===== config.mk =====
export PLATFORM = sky130hd
export DESIGN_NAME = router_reg
export DESIGN_NICKNAME = d
export VERILOG_FILES = /design/src/rtl/router_pkg.sv /design/src/rtl/router_parity_chk.sv /design/src/rtl/router_reg.sv
export SDC_FILE = /design/constraint.sdc
export NUM_CORES = 1
export LEC_CHECK = 0
export BUFFER_PORTS_ARGS = -buffer_cell sky130_fd_sc_hd__clkbuf_2
export CORE_MARGIN = 5
export CORE_UTILIZATION = 60
export CTS_BUF_LIST = sky130_fd_sc_hd__clkbuf_2
export DETAILED_ROUTE_END_ITERATION = 16
export PLACE_DENSITY = 0.92
export SLEW_MARGIN = 30
export SYNTH_ARGS = -nofsm -noshare
export SYNTH_HDL_FRONTEND = slang
export SYNTH_HIERARCHICAL = 1
export SYNTH_SLANG_ARGS = --single-unit

===== constraint.sdc =====
create_clock -name clock -period 3.6 [get_ports clock]
set_input_delay 0.72 -clock clock [delete_from_list [all_inputs] [get_ports clock]]
set_output_delay 0.72 -clock clock [all_outputs]
set_load 0.005 [all_outputs]

===== src/rtl/router_pkg.sv =====
// Shared constants for the router datapath register stage: byte width,
// header field layout ({len[5:0], addr[1:0]}) and the reserved address code.
package router_pkg;

  localparam int DATA_WIDTH = 8;

  // Header field layout
  localparam int ADDR_LSB = 0;
  localparam int ADDR_W   = 2;
  localparam int LEN_LSB  = 2;
  localparam int LEN_W    = 6;

  // Address code that no output port answers to; such headers are ignored
  localparam logic [ADDR_W-1:0] ADDR_INVALID = 2'b11;

endpackage


===== src/rtl/router_parity_chk.sv =====
// Running XOR parity over header and payload, received-parity capture and
// the mismatch flag.
// Optional build macro ROUTER_REG_ERR_STICKY_EN: when defined, err is
// sticky until reset; otherwise a new header capture clears it.
module router_parity_chk #(
  parameter int DATA_WIDTH = router_pkg::DATA_WIDTH
) (
  input  logic                  clock,
  input  logic                  resetn,
  input  logic                  clr,
  input  logic                  acc_hdr,
  input  logic [DATA_WIDTH-1:0] hdr_byte,
  input  logic                  acc_data,
  input  logic [DATA_WIDTH-1:0] data_in,
  input  logic                  ld_pkt,
  input  logic                  parity_done,
  output logic                  err
);

  logic [DATA_WIDTH-1:0] int_parity_q, int_parity_d;
  logic [DATA_WIDTH-1:0] pkt_parity_q, pkt_parity_d;
  logic                  err_q, err_d;

  // Next-state for the two parity registers and the mismatch flag
  always_comb begin
    int_parity_d = int_parity_q;
    pkt_parity_d = pkt_parity_q;
    err_d        = err_q;

    if (clr) begin
      int_parity_d = '0;
    end else if (acc_hdr) begin
      int_parity_d = int_parity_q ^ hdr_byte;
    end else if (acc_data) begin
      int_parity_d = int_parity_q ^ data_in;
    end

    if (clr) begin
      pkt_parity_d = '0;
    end else if (ld_pkt) begin
      pkt_parity_d = data_in;
    end

`ifdef ROUTER_REG_ERR_STICKY_EN
    // Once a mismatch has been seen it stays flagged until reset
    if (parity_done && (int_parity_q != pkt_parity_q)) begin
      err_d = 1'b1;
    end
`else
    if (clr) begin
      err_d = 1'b0;
    end else if (parity_done) begin
      err_d = (int_parity_q != pkt_parity_q);
    end
`endif
  end

  // Parity state register with synchronous reset
  always_ff @(posedge clock) begin
    if (resetn) begin
      int_parity_q <= '0;
      pkt_parity_q <= '0;
      err_q        <= 1'b0;
    end else begin
      int_parity_q <= int_parity_d;
      pkt_parity_q <= pkt_parity_d;
      err_q        <= err_d;
    end
  end

  assign err = err_q;

endmodule


===== src/rtl/router_reg.sv =====
// Datapath register stage of the 1-to-3 packet router. Captures the header,
// buffers the byte that arrives while the target FIFO is full, drives the
// FIFO write bus and flags parity mismatches.
// Optional build macro ROUTER_REG_ERR_STICKY_EN (see router_parity_chk).
// Note: resetn is active-high despite its name.
module router_reg #(
  parameter int DATA_WIDTH = router_pkg::DATA_WIDTH
) (
  input  logic                  clock,
  input  logic                  resetn,
  input  logic [DATA_WIDTH-1:0] data_in,
  input  logic                  packet_valid,
  input  logic                  fifo_full,
  input  logic                  detect_add,
  input  logic                  ld_state,
  input  logic                  laf_state,
  input  logic                  full_state,
  input  logic                  lfd_state,
  input  logic                  rst_int_reg,
  output logic                  err,
  output logic                  parity_done,
  output logic                  low_packet_valid,
  output logic [DATA_WIDTH-1:0] data_out
);
  import router_pkg::*;

  logic [DATA_WIDTH-1:0] hdr_byte_q, hdr_byte_d;
  logic [DATA_WIDTH-1:0] full_byte_q, full_byte_d;
  logic [DATA_WIDTH-1:0] data_out_q, data_out_d;
  logic                  low_pv_q, low_pv_d;
  logic                  pdone_q, pdone_d;

  // State strobes resolved in priority order: detect_add > lfd > ld > laf
  logic hdr_cap, lfd_eff, ld_eff, laf_eff;
  assign hdr_cap = detect_add & packet_valid &
                   (data_in[ADDR_LSB +: ADDR_W] != ADDR_INVALID);
  assign lfd_eff = lfd_state & ~detect_add;
  assign ld_eff  = ld_state  & ~detect_add & ~lfd_state;
  assign laf_eff = laf_state & ~detect_add & ~lfd_state & ~ld_state;

  // Next-state for header, full-byte, output byte and packet status flags
  always_comb begin
    hdr_byte_d  = hdr_byte_q;
    full_byte_d = full_byte_q;
    data_out_d  = data_out_q;
    low_pv_d    = low_pv_q;
    pdone_d     = pdone_q;

    if (hdr_cap) begin
      hdr_byte_d = data_in;
    end

    if (lfd_eff) begin
      data_out_d = hdr_byte_q;
    end else if (ld_eff && !fifo_full) begin
      data_out_d = data_in;
    end else if (ld_eff && fifo_full) begin
      // FIFO cannot take this byte; park it until LOAD_AFTER_FULL
      full_byte_d = data_in;
    end else if (laf_eff) begin
      data_out_d = full_byte_q;
    end

    if (rst_int_reg) begin
      low_pv_d = 1'b0;
    end else if (ld_eff && !packet_valid) begin
      low_pv_d = 1'b1;
    end

    // A parity byte parked by a full FIFO completes on the LAF write instead
    if (hdr_cap) begin
      pdone_d = 1'b0;
    end else if ((ld_eff && !fifo_full && !packet_valid) ||
                 (laf_eff && low_pv_q && !pdone_q)) begin
      pdone_d = 1'b1;
    end
  end

  // Byte and status registers with synchronous reset
  always_ff @(posedge clock) begin
    if (resetn) begin
      hdr_byte_q  <= '0;
      full_byte_q <= '0;
      data_out_q  <= '0;
      low_pv_q    <= 1'b0;
      pdone_q     <= 1'b0;
    end else begin
      hdr_byte_q  <= hdr_byte_d;
      full_byte_q <= full_byte_d;
      data_out_q  <= data_out_d;
      low_pv_q    <= low_pv_d;
      pdone_q     <= pdone_d;
    end
  end

  // The parity byte itself is never accumulated, nor bytes seen in FIFO_FULL
  router_parity_chk #(
    .DATA_WIDTH (DATA_WIDTH)
  ) u_parity_chk (
    .clock       (clock),
    .resetn      (resetn),
    .clr         (hdr_cap),
    .acc_hdr     (lfd_eff),
    .hdr_byte    (hdr_byte_q),
    .acc_data    (ld_eff & packet_valid & ~full_state),
    .data_in     (data_in),
    .ld_pkt      (ld_eff & ~packet_valid),
    .parity_done (pdone_q),
    .err         (err)
  );

  assign data_out         = data_out_q;
  assign parity_done      = pdone_q;
  assign low_packet_valid = low_pv_q;

endmodule


==> flow_summary.ini <==
[floorplan]
io_pins = 29
start_util_pct = 63.34
die_area_sq_mm = 0.004875
fp-row-count = 21
die_x_microns = 69.82
coreArea_sq_mm = 0.003390
die_h_microns = 69.82

[final_layout]
num-fill-cells = 259
final_util_pct = 67.18
syn2layout_area_growth_pct = 6.060
nets = 270
stdcell_area_sq_mm = 0.002277
finalNonFillerCells = 299
layout-drive-gt1-share_pct = 19.76
antenna_cells = 0

[placed_design]
placed_cells = 291
dp_hpwl_microns = 3194
placed_area_sq_mm = 0.002240
place.gp.congestion = 0.7730
port_buffers = 28

[cts]
postCtsSetupBuffers = 0
cts_max_level = 2
clock_latency_ns = 0.39
cts_root_buffer = clkbuf_2
clk_transition_reported_paths_ns = 0.19
cts_tree = built
hold_buffers = 0
cts_resized = 0
clock-sinks = 43
clk_path_buf_depth = 2
cts_buffers = 5

[sta]
rsz0062_at_grt = false
tightest_slew_ns = 0.8421
fin_worst_skew_ns = 0.01095
fin_tns_setup_ns = 0
fin_hold_ws_ns = 0.4713
fin_crit_ns = 2.102
setup_violations = 0
slew_viol_final = 0
fin_crit_sh_pct = 58.38
hold_viol = 0
fmax_ghz = 0.4758
max_slew_margin_pct = 43.66

[hold_path]
hold_class = in -> reg
min_from = rst_int_reg
hold_depth = 2

[setup_path]
start_kind = input port
reg2reg_from = u_parity_chk/pkt_parity_q[6]
cp_common_cell = nor2_1
cp.required_ns = 3.88
worst-setup-path-type = in -> reg
startpoint = lfd_state
rr_worst_depth = 4
cp.arrival_ns = 2.38
path_max_fanout = 17
max_stage_delay_ns = 0.70
endpoint_kind = flop
crit_path_top_delay_cell = nor2_1
crit_chain = clkbuf_2, inv_2, nor2_1, o21ai_0, xnor2_1, nor2_1

[yosys]
syn_area_per_cell_sq_um = 9.215
syn_area_sq_mm = 0.002147
ys_ff_latch = 43
ys_seq_area_share_pct = 40.09
post-synth-top-count-cell = dfxtp_1
yosys.area.top_type_share_pct = 40.09
synthesis.nets = 251
yosysTopAreaCell = dfxtp_1
synthCells = 233
synth_cell_type_count = 40
async_flop_share_pct = 0
yosys_warnings = 6
synthTopCellsByCount = 43 x dfxtp_1, 29 x nor2_1, 17 x nand2_1
synth_flop_cell = dfxtp_1
synth_area_leaders = dfxtp_1 40%, mux2i_1 7.5%, xnor2_1 5.3%, nor2_1 5.1%, a221oi_2 4.9%
synth-edff-count = 0

[grt]
grt_start_max_net_pins = 30
grt_pass1_vias = 1769
grt_pass1_wl_microns = 7769
antenna_found_initial = 0
track_usage_pct = 19.26
grt.overflow.total = 0

[drt]
initialDrtViolationCount = 98
vias_per_cell = 5.773
wl_per_cell_microns = 14.68
totalWireLength_microns = 4388
drc = 0
via_count = 1726
antenna_left = 0
dr.pass1.iters = 4

[flow_run]
cap_viol_max_count = 0

[pwr]
vdd_drop_max_mv = 0.2617
leakagePower_nw = 0.8540
p_per_area_mw_per_mm2 = 357.9

[run_status]
status = completed
-- layer usage --
layer	track usage [%]	routed length [microns]	up-vias
met4	10.85	112	0
met5	0	0	-
li1	-	-	860
met2	31.27	2100	57
met1	23.62	1963	796
met3	3.768	211	13
-- flip-flops by register name, indices dropped and copies added (netlist names) --
name and cells:
data_out 8, full_byte_q 8, hdr_byte_q 8, low_packet_valid 1, parity_done 1, u_parity_chk/err 1
u_parity_chk/int_parity_q 8, u_parity_chk/pkt_parity_q 8
-- metrics by stage --
step	power [W]	setup WS (ns)
3_5_place_dp	0.0006315	1.102
4_1_cts	0.0008195	1.542
6_report	0.0008151	1.498
5_1_grt	0.0008543	1.286
3_3_place_gp	0.0006279	1.165
2_1_floorplan	0.0006000	1.643
-- final timing paths --
check	end	slack (ns)
max	u_parity_chk/int_parity_q[7]	1.50
max reg2reg	u_parity_chk/err	2.47
min reg2reg	data_out[6]	0.47
min	low_packet_valid	0.47
-- logic make-up (layout without fill, tap and decap cells) --
group	count (synthesis)	after routing	synth area share (%)
buf+inv	26	46	7.284
flops	43	43	40.09
mux	16	16	7.459
xor+xnor	16	16	6.527
simple gates	72	72	17.95
compound gates	60	60	20.69
-- worst max-delay path: cells and delay by family --
kind	cells	cell delay, ns
buf+inv	2	0.48
simple gates	2	0.75
xor+xnor	1	0.18
compound gates	1	0.25
-- final cells by class --
type	count	area, sq um	share of cell area (%)
clock buffer	6	30.03	1.319
timing repair buffer	30	155.1	6.813
inverter	8	30.03	1.319
sequential	43	860.8	37.80
clock inverter	2	7.507	0.3297
tap	46	57.56	2.527
multi-input combinational	164	1136	49.89
-- cell usage in the layout (no fill, tap or decap), types with 2 or more instances in the layout --
master    count
a21oi_1       8
nand4_1       2
clkinv_1      2
dfxtp_1      43
a221oi_2      7
xor2_1        3
a21o_1        7
xnor2_1      13
nor2b_1       2
nor2_1       29
o21ai_1      11
o21ai_0       5
or3b_1        6
clkbuf_2     34
a31oi_1       9
mux2i_1      16
buf_4         2
nand4b_1      2
inv_1         7
nand2_1      17
nand2b_1      3
o211ai_1      7
a211oi_1      2
-- power by group --
group          switching (W)  internal, W
clock               0.000145    0.0000468
sequential         0.0000101     0.000492
combinational      0.0000710    0.0000492
total               0.000227     0.000588
(Power assumes the default switching activity.)
